==> src/rtl/ham_word_seq_if.sv <==
// Operand/result bus between the ALU, the word popcount sequencer and the 8-bit weight unit.
// The master side drives requests and the unit's slice count. The slave side is the sequencer.
interface ham_word_seq_if;
    logic        start;
    logic [31:0] operand;
    logic [7:0]  slice_out;
    logic [3:0]  slice_cnt;
    logic        busy;
    logic        done;
    logic [5:0]  count;

    modport master (
        output start, operand, slice_cnt,
        input  slice_out, busy, done, count
    );

    modport slave (
        input  start, operand, slice_cnt,
        output slice_out, busy, done, count
    );
endinterface

==> src/rtl/ham_word_seq.sv <==
// Purpose: 32-bit popcount by feeding one byte per cycle through an external 8-bit weight unit.
// Latency: 5 cycles from start to done; with HAM_WORD_EARLY_EXIT_EN it is 2..5 and stops once upper bytes are zero.
// Backpressure: start is taken only in IDLE/DONE, ignored (not queued) while busy; done is a 1-cycle pulse.
module ham_word_seq (
    input  logic           clk,
    input  logic           rst_n,
    ham_word_seq_if.slave  bus
);

    typedef enum logic [1:0] {IDLE, RUN, DONE} state_t;

    state_t      state;
    logic [31:0] opnd_r;
    logic [5:0]  acc;
    logic [5:0]  count_r;
    logic [1:0]  idx;
    logic [7:0]  slice_r;
    logic        busy_r;
    logic        done_r;

    logic [5:0]  acc_nxt;
    logic [1:0]  idx_nxt;
    logic        last_slice;

    // slice_cnt is the unit's combinational answer for the byte on slice_out this cycle
    assign acc_nxt = acc + {2'b00, bus.slice_cnt};
    assign idx_nxt = idx + 2'd1;

`ifdef HAM_WORD_EARLY_EXIT_EN
    // Finish as soon as every byte above the current one is zero.
    always_comb begin
        last_slice = 1'b1;
        case (idx)
            2'd0:    last_slice = (opnd_r[31:8]  == 24'd0);
            2'd1:    last_slice = (opnd_r[31:16] == 16'd0);
            2'd2:    last_slice = (opnd_r[31:24] == 8'd0);
            default: last_slice = 1'b1;
        endcase
    end
`else
    assign last_slice = (idx == 2'd3);
`endif

    always_ff @(posedge clk) begin
        if (!rst_n) begin
            state   <= IDLE;
            opnd_r  <= 32'd0;
            acc     <= 6'd0;
            count_r <= 6'd0;
            idx     <= 2'd0;
            slice_r <= 8'h00;
            busy_r  <= 1'b0;
            done_r  <= 1'b0;
        end else begin
            done_r <= 1'b0;
            case (state)
                IDLE, DONE: begin
                    if (bus.start) begin
                        state   <= RUN;
                        opnd_r  <= bus.operand;
                        acc     <= 6'd0;
                        idx     <= 2'd0;
                        slice_r <= bus.operand[7:0];
                        busy_r  <= 1'b1;
                    end else begin
                        state <= IDLE;
                    end
                end
                RUN: begin
                    acc <= acc_nxt;
                    idx <= idx_nxt;
                    if (last_slice) begin
                        state   <= DONE;
                        count_r <= acc_nxt;
                        slice_r <= 8'h00;
                        busy_r  <= 1'b0;
                        done_r  <= 1'b1;
                    end else begin
                        slice_r <= opnd_r[{idx_nxt, 3'b000} +: 8];
                    end
                end
                default: state <= IDLE;
            endcase
        end
    end

    assign bus.slice_out = slice_r;
    assign bus.busy      = busy_r;
    assign bus.done      = done_r;
    assign bus.count     = count_r;

endmodule

==> src/flat_wrapper.sv <==
// flat-port wrapper written by rule: the top's interface ports become plain ports
module ham_word_seq_flat 
  (clk, rst_n, bus_start, bus_operand, bus_slice_cnt, bus_slice_out, bus_busy, bus_done, bus_count);
  ham_word_seq_if bus_i ();
  input  logic clk;
  input  logic rst_n;
  input wire logic [$bits(bus_i.start)-1:0] bus_start;
  input wire logic [$bits(bus_i.operand)-1:0] bus_operand;
  input wire logic [$bits(bus_i.slice_cnt)-1:0] bus_slice_cnt;
  output wire logic [$bits(bus_i.slice_out)-1:0] bus_slice_out;
  output wire logic [$bits(bus_i.busy)-1:0] bus_busy;
  output wire logic [$bits(bus_i.done)-1:0] bus_done;
  output wire logic [$bits(bus_i.count)-1:0] bus_count;
  assign bus_i.start = bus_start;
  assign bus_i.operand = bus_operand;
  assign bus_i.slice_cnt = bus_slice_cnt;
  assign bus_slice_out = bus_i.slice_out;
  assign bus_busy = bus_i.busy;
  assign bus_done = bus_i.done;
  assign bus_count = bus_i.count;
  ham_word_seq u_core (.clk(clk), .rst_n(rst_n), .bus(bus_i));
endmodule
==> config.mk <==
export PLATFORM = sky130hd
export DESIGN_NAME = ham_word_seq_flat
export DESIGN_NICKNAME = d
export VERILOG_FILES = /design/src/rtl/ham_word_seq_if.sv /design/src/rtl/ham_word_seq.sv /design/src/flat_wrapper.sv
export SDC_FILE = /design/constraint.sdc
export NUM_CORES = 1
export LEC_CHECK = 0
export ABC_AREA = 1
export CAP_MARGIN = 20
export CORE_AREA = 2 2 79 81
export DETAILED_ROUTE_END_ITERATION = 7
export DIE_AREA = 0 0 81 83
export PLACE_DENSITY = 0.71
export SYNTH_ARGS = -nofsm -noshare
export SYNTH_HDL_FRONTEND = slang
export SYNTH_SLANG_ARGS = --single-unit
==> constraint.sdc <==
create_clock -name clk -period 1.4 [get_ports clk]
set_clock_uncertainty 0.05 [all_clocks]
set_input_delay 0.28 -clock clk [delete_from_list [all_inputs] [get_ports clk]]
set_output_delay 0.28 -clock clk [all_outputs]
set_load 0.05 [all_outputs]
==> results.py <==
metrics = {
    "status": {
        "status": "finished with violations",
        "violations": "setup timing",
    },
    "logic_synthesis": {
        "synth_edf_count": 0,
        "synthAdderAreaFrac_pct": 3.20,
        "synth.cell_area_um2": 2580,
        "yosysWarnings": 0,
        "synthMuxAreaShare_pct": 0,
        "synth-seq-area-share_pct": 45.0,
        "netlist_instances": 336,
        "synth_top_family_by_area": "compound AO/OA/AOI/OAI gates",
        "synth_cell_types": 30,
        "ys.flop_type": "dfxtp_1",
        "synthXorXnorAreaFrac_pct": 0.679,
        "synth_seq_cells": 58,
        "synth_area_per_cell_um2": 7.68,
        "synthArstFlopShare_pct": 0,
        "syn_nets": 381,
        "synth-compound-area-share_pct": 22.8,
        "synth-simple-area-share_pct": 19.0,
    },
    "clocking": {
        "cts_hold_repair.buffers": 0,
        "ctsLongestPathBuffers": 2,
        "numCtsBuffers": 9,
        "root_buffer": "clkbuf_8",
        "clk_pin_slew_worst_paths_ns": 0.06,
        "cts_tree": "yes",
        "clkSinkCount": 58,
        "clkLatencyLatePin_ns": 0.34,
        "cts_max_level": 3,
    },
    "layout": {
        "fill_cells": 487,
        "antennaDiodeCount": 0,
        "fin_nets": 449,
        "final_cells": 483,
        "layout_common_cells": "dfxtp_1, nor2_1, o21ai_0",
        "area_delta_synth_final_pct": 47.8,
        "drive_above_1_share_pct": 21.8,
        "final_common_cell": "dfxtp_1",
    },
    "setup_path": {
        "worst_ep_arrival_time_ns": 1.79,
        "required_ns": 1.62,
        "critPathMaxStageDelay_ns": 0.35,
        "cp-end-kind": "register",
        "cp-start-kind": "register",
        "criticalPathCategory": "reg -> reg",
        "crit_start": "u_core.acc[0]",
        "crit_chain": "ha_4 -> inv_2 -> fa_2 -> buf_4 -> buf_6 -> xnor2_4 -> nand2_1 -> a21oi_1",
        "crit_slowest_cell": "dfxtp_2",
        "reg2reg_from": "u_core.acc[0]",
        "crit_fanout": 2,
    },
    "grt": {
        "antenna_found_initial": 0,
        "grt_pass1_wl_um": 10300,
        "overflow": 0,
        "grt_pass1_vias": 2192,
        "grt_max_degree": 28,
        "grt.total_usage_pct": 19.8,
    },
    "drt": {
        "drt_first_pass_iters": 4,
        "finalWirelength_um": 6280,
        "drt_iter0_drc": 117,
        "vias": 2370,
        "antenna_left": 0,
        "vias_per_cell": 4.91,
        "wl_per_cell_um": 13.0,
        "drcViolationCount": 0,
    },
    "flow_run": {
        "maxCapViolations": 0,
    },
    "sta": {
        "tns_ns": -0.499,
        "drv_slew": 0,
        "slew_headroom_pct": 67.6,
        "setup_slack_ns": -0.164,
        "tightest_slew_ns": 0.485,
        "finalSetupViolCount": 4,
        "fmax_mhz": 639,
        "grt_setup_unrepaired": "true",
        "period_share_pct": 112,
        "period_needed_ns": 1.56,
        "hold_viol": 0,
    },
    "pwr": {
        "ir_worst_vdd_mv": 0.716,
        "power_leakage_uw": 0.00158,
        "power_density_nw_per_um2": 1130,
    },
    "die": {
        "dieArea_um2": 6720,
        "start_util_pct": 44.4,
        "die_x_um": 81,
        "io_pins": 55,
        "die_h_um": 83,
        "num_rows": 28,
        "fp.coreArea_um2": 5820,
    },
    "placed_design": {
        "dp_hpwl_um": 4300,
        "dp_slack_ns": -0.644,
        "gp_congestion": 0.862,
        "portBuffers": 54,
        "placed_cells": 465,
    },
    "hold_path": {
        "worstHoldStart": "u_core.opnd_r[23]",
        "min_path_type": "reg -> reg",
    },
}
-- worst paths after layout --
path,end,depth (start not counted),slack (ns)
hold / removal,u_core.opnd_r[23],2,0.41
setup / recovery,u_core.bus.count[2],8,-0.16
setup reg to reg,u_core.bus.count[2],8,-0.16
hold reg to reg,u_core.opnd_r[23],2,0.41
-- flip-flops by register name (all words and copies together) (netlist names) --
name,cells
u_core.bus.slice_out,8
u_core.idx,2
u_core.acc,6
u_core.state,2
u_core.bus.count,6
u_core.bus.busy,1
u_core.bus.done,1
u_core.opnd_r,32
-- cells by family after synthesis --
| family | count (synthesis) |
|---|---|
| xor+xnor | 2 |
| buf+inv | 47 |
| compound gates | 112 |
| flops | 58 |
| fa+ha+maj | 6 |
| simple gates | 111 |
-- power breakdown --
group	internal (µW)	total [µW]	switching, µW
clock	819	1450	634
combinational	491	1010	515
sequential	1770	1850	76.8
total	3080	4310	1230
-- layer usage --
metal | share of wire (%) | vias up | global-route usage (%)
met5 | 0 | - | 0
met4 | 1.7 | 0 | 8.63
met3 | 5.3 | 10 | 5.43
met2 | 44 | 50 | 28.4
met1 | 49 | 1075 | 27.5
li1 | - | 1235 | -
-- stage by stage --
| step | util, % | instance area (µm²) | hold slack [ns] | power [µW] |
|---|---|---|---|---|
| 2_1_floorplan | - | 2600 | 0.379 | 2410 |
| 3_3_place_gp | 59.9 | 3480 | 0.390 | 2800 |
| 3_5_place_dp | 59.9 | 3480 | 0.399 | 2820 |
| 4_1_cts | 63.9 | 3710 | 0.408 | 4280 |
| 5_1_grt | 65.6 | 3810 | 0.429 | 4520 |
| 6_report | 65.6 | 3810 | 0.408 | 4310 |
-- critical path, delay by kind of cell (launching register included) --
family,cells,cell delay (ns)
DFF,1,0.35
buffers and inverters,3,0.29
and+or+nand+nor,1,0.08
AOI/OAI and AO/OA,1,0.11
adders and majority gates,2,0.47
xor gates and xnor gates,1,0.13
-- cell type report --
type	instances	area, µm²	area share, %
clock buffer	13	179	4.69
clock inverter	2	10.0	0.263
inverter	29	121	3.18
multi-input combinational	231	1300	34.0
sequential	58	1160	30.6
tap	75	93.8	2.46
timing repair buffer	75	947	24.8
-- cells in the mapped netlist (2+ instances only) --
| cell | count | area, µm² |
|---|---|---|
| a21oi_1 | 34 | 170 |
| a21oi_2 | 2 | 17.5 |
| buf_2 | 7 | 35.0 |
| buf_4 | 3 | 22.5 |
| buf_6 | 4 | 45.0 |
| clkbuf_1 | 4 | 15.0 |
| dfxtp_1 | 58 | 1160 |
| ha_1 | 5 | 62.6 |
| inv_1 | 23 | 86.3 |
| inv_2 | 3 | 11.3 |
| nand2_1 | 43 | 161 |
| nand2_4 | 2 | 22.5 |
| nand3_1 | 8 | 40.0 |
| nor2_1 | 55 | 206 |
| nor2_8 | 2 | 40.0 |
| o21a_1 | 2 | 15.0 |
| o21ai_0 | 48 | 240 |
| o21ai_1 | 21 | 105 |
-- timing repair --
item / 4_1_cts / 5_1_grt
setup endpoints to repair: 14 / 15
buffers inserted: 1 / 2
pin swaps: 3 / 11
gates cloned: 0 / 0
resized for setup: 8 / 24
Power figures use the tool's default switching activity.
==> RTL edit 1, RTL diff (config.mk and constraints unchanged) <==
Make the reset (`rst_n`) asynchronous in one clocked block.
--- a/src/rtl/ham_word_seq.sv
+++ b/src/rtl/ham_word_seq.sv
@@ -43,3 +43,3 @@
 
-    always_ff @(posedge clk) begin
+    always_ff @(posedge clk or negedge rst_n) begin
         if (!rst_n) begin
Function: differs if rst_n is asserted again (counterexample within 4 cycles, from zero or initial values and one cycle with rst_n low); with rst_n held inactive, the same outputs for 10 cycles.
==> RTL edit 1 against the unedited design <==
- the run still ends with setup timing left
- utilization increased by 3.0 points
- maximum frequency decreased by 5.8%
- routed wire length increased by 0.18%
- cell area increased by 4.6%
- worst setup slack got worse by 96 ps
- synthesized cell count decreased by 1.8%
- synthesized area increased by 4.9%
- sequential cell count unchanged
- critical endpoint is now u_core.acc[4]$_DFFE_PN0P_
- count of clock-buffer cells in the layout decreased by 1
- sequential share of layout area increased by 5.8 points
Power is not compared: it rests on default switching activity, and its combinational part moved more than twofold at a synthesized area within 25%.
==> RTL edit 1: results (changes against the unedited design) <==
metric,value,unit,change
place_ws,-606.3,ps,+37.75 ps
ys_seq_area_share,53.60,%,+8.6 points
grt_usage,19.87,%,+0.10 points
drt-total-wl,6.291,mm,+0.18%
grt_max_degree,59,,+110%
antenna_found_initial,0,,unchanged
fin_ws,-259.3,ps,-95.51 ps
nFillCells,486,,-0.21%
max_slew_margin,79.38,%,+12 points
io_buffers,54,,unchanged
htreeDepth,3,,unchanged
grt_pass1_vias,2324,,+6.0%
tns,-726.0,ps,-226.7 ps
wl_met1,2.680,mm,-13%
synth_fa_ha_area_share,3.050,%,-0.15 points
nNetsFinal,450,,+0.22%
numCtsBuffers,9,,unchanged
use_met1,26.47,%,-1.0 points
met3WireLength,267,um,-19%
fin_cells,485,,+0.41%
synth-compound-area-share,10.12,%,-13 points
synth_top_family_by_area,simple AND/OR/NAND/NOR gates,,
cts.clk_slew.worst_paths,70,ps,
dp_cells,461,,-0.86%
hp-class,input pin to async pin,,
postCtsSetupBuffers,2,,+1
max_stage_delay,370,ps,+20 ps
violations,setup timing,,
synth_area_leaders,"dfrtp_1, nand2_1, o21ai_0",,
post-dp-hpwl,4.164,mm,-3.1%
crit_slowest_cell,dfrtp_1,,
p_total,10.42,mW,
synth_xor_area_share,0.3235,%,-0.36 points
drive_gt1_share,24.63,%,+2.8 points
status,"finished, violations left",,
ys_async_sr_fraction,100.0,%,+100 points
ys_types,26,,-13%
grt_pass1_wl,10.40,mm,+1.4%
syn_inst,330,,-1.8%
met2_usage,30.95,%,+2.6 points
vias,2384,,+0.59%
arrival,1890,ps,+100 ps
highest_layer,met4,,
drt_iter0_markers,154,,+32%
met3_usage,3.587,%,-1.8 points
postCtsHoldBufs,1,,+1
gp_congestion,0.7952,,-7.8%
wl_met2,3.162,mm,+14%
cts_resized,10,,+2
netlist_top_cells_count,"nand2_1, dfrtp_1, o21ai_0, inv_1, nor2_1",,
synth_nets,375,,-1.6%
finalSetupViolations,4,,unchanged
leakagePower,1.968,nW,
cpLargestDelayFamily,simple AND/OR/NAND/NOR gates,,
placedInstanceArea,3578,um^2,+2.7%
## RTL edit 1: cell types whose count changed in the layout (fill, tap and decap cells not counted), moves of 4 or more
| cell | unedited run | this run |
|---|---|---|
| o21ai_0 | 45 | 22 |
| buf_4 | 12 | 16 |
| dfrtp_1 | 0 | 58 |
| dfxtp_1 | 55 | 0 |
| o21ai_2 | 0 | 6 |
| nand3_2 | 2 | 6 |
| nand2_1 | 40 | 131 |
| nor2_1 | 54 | 18 |
| a21oi_1 | 31 | 3 |
| nand2_2 | 3 | 8 |
| o21ai_1 | 24 | 11 |
## RTL edit 1: final cells by class
type                            count  area, um^2  share of cell area (%)
Clock buffer                       12       165.2                   4.141
Clock inverter                      4       25.02                  0.6274
Inverter                           27       107.6                   2.698
Multi-Input combinational cell    233        1236                   30.99
Sequential cell                    58        1451                   36.39
Tap cell                           75       93.84                   2.353
Timing Repair Buffer               76       909.6                   22.80
## RTL edit 1: worst paths after layout
check	startpoint	end	slack, ps	depth (start not counted)
worst max-delay path	u_core.acc[0]$_DFFE_PN0P_	u_core.acc[4]$_DFFE_PN0P_	-260	7
worst min-delay path	rst_n	u_core.bus.count[1]$_DFFE_PN0P_	410	3
worst max register to register	u_core.acc[0]$_DFFE_PN0P_	u_core.acc[4]$_DFFE_PN0P_	-260	7
worst min register to register	u_core.opnd_r[25]$_DFFE_PN0P_	u_core.opnd_r[25]$_DFFE_PN0P_	430	2
max in group asynchronous	rst_n	u_core.bus.slice_out[5]$_DFFE_PN0P_	630	3
min in group clk	bus_operand[22]	u_core.opnd_r[22]$_DFFE_PN0P_	410	3
## RTL edit 1: logic make-up after synthesis
kind of cell	count (synthesis)
simple gates	175
flops	58
compound gates	51
buf+inv	39
fa+ha+maj	6
xor+xnor	1
==> RTL edit 2, RTL diff (same flow settings) <==
Made on the original files. The option `HAM_WORD_EARLY_EXIT_EN` is turned on by a define.
--- a/src/rtl/ham_word_seq.sv
+++ b/src/rtl/ham_word_seq.sv
@@ -3,2 +3,4 @@
 // Backpressure: start is taken only in IDLE/DONE, ignored (not queued) while busy; done is a 1-cycle pulse.
+`define HAM_WORD_EARLY_EXIT_EN
+
 module ham_word_seq (
Check against the original RTL: not equivalent (Yosys sat finds a counterexample within 4 cycles, from zero or initial values and one cycle with rst_n low).
==> RTL edit 2 against the unedited design <==
- the run still ends with setup timing left
- maximum frequency decreased by 12%
- synthesized area grew 5.7%
- worst setup slack worse by 220 ps
- critical path depth did not move
- cell area rose by 16%
- routed wire length increased by 34%
- non-clock buffer count rose by 22
- power up 16%
- sequential cell count did not move
==> RTL edit 2: results (changes against the unedited design) <==
metric,value,unit,change
status,"finished, violations left",,
violations,setup timing,,
met3_usage,6.630,%,+1.2 points
arrival,2010,ps,+220 ps
min_to,u_core.bus.count[0]$_SDFFE_PN0P_,,
hp-class,input pin to register,,
wl_met1,3.263,mm,+6.1%
drive_gt1_share,32.91,%,+11 points
synth_area_leaders,"dfxtp_1, a21oi_1, nand2_1",,
hold_path_depth,4,,+2
cts_resized,18,,+10
place_ws,-670.2,ps,-26.19 ps
synth_xor_area_share,1.284,%,+0.61 points
grt_usage,22.59,%,+2.8 points
finalSetupViolations,24,,+20
gp_congestion,0.8371,,-2.9%
ys_types,28,,-6.7%
hold_start,bus_slice_cnt[0],,
met3WireLength,441,um,+34%
grt_pass1_wl,11.89,mm,+16%
postCtsSetupBuffers,0,,-1
ys_seq_area_share,42.57,%,-2.4 points
avgRoutedWirePerCell,15.50,um,+19%
fin_ws,-381.8,ps,-218.0 ps
grt_max_degree,30,,+7.1%
drt_iter0_markers,210,,+79%
max_slew_margin,77.25,%,+9.6 points
grt_pass1_vias,2601,,+19%
[RTL edit 2: cell count changes after synthesis, sizes merged, moves of 2 or more]
cell | unedited run | this run
o21a | 2 | 0
xnor2 | 1 | 3
a21oi | 36 | 59
nor2 | 57 | 33
nand3 | 8 | 12
inv | 28 | 41
o21ai | 69 | 50
ha | 5 | 8
clkbuf | 4 | 8
nand2 | 46 | 75
buf | 14 | 11
nand4 | 0 | 9
[RTL edit 2: cell type report]
class | count | area [um^2]
tap | 75 | 93.84
inverter | 42 | 173.9
clock buffer | 10 | 127.6
timing repair inverter | 2 | 13.76
clock inverter | 6 | 105.1
fill | 386 | 1384
sequential | 58 | 1170
multi-input combinational | 253 | 1629
timing repair buffer | 97 | 1119
[RTL edit 2: logic make-up (layout without fill, tap and decap cells)]
group | after synthesis | in the layout
flip-flops | 58 | 58
buffers and inverters | 61 | 157
AND/OR/NAND/NOR | 130 | 130
XOR/XNOR | 4 | 4
adder cells (fa/ha/maj) | 9 | 9
AO/OA/AOI/OAI | 110 | 110
[RTL edit 2: where the power goes]
group          internal [mW]  switching, mW  total (mW)
clock                   1.17          0.682        1.86
combinational          0.589          0.687        1.28
sequential              1.77         0.0917        1.86
total                   3.53           1.46        4.99
[RTL edit 2: through the flow]
step | power [mW] | cell area, um^2 | TNS (ps) | hold WS [ps] | cells
final | 4.993 | 4432 | -3348 | 400.9 | 543
after global routing | 5.194 | 4432 | -4875 | 425.9 | 543
after CTS | 4.775 | 4038 | -1076 | 403.5 | 528
after detailed placement | 2.930 | 3766 | -10950 | 401.0 | 512
after global placement | 2.909 | 3766 | -9698 | 392.4 | 512
after floorplan | 2.494 | 2811 | -3281 | 368.4 | 372
[RTL edit 2: tightest hold or removal path, cell delays in order]
cell and delay (ps):
dlygate4sd2_1 240, ha_4 160, nand2_2 50, nand2_1 40
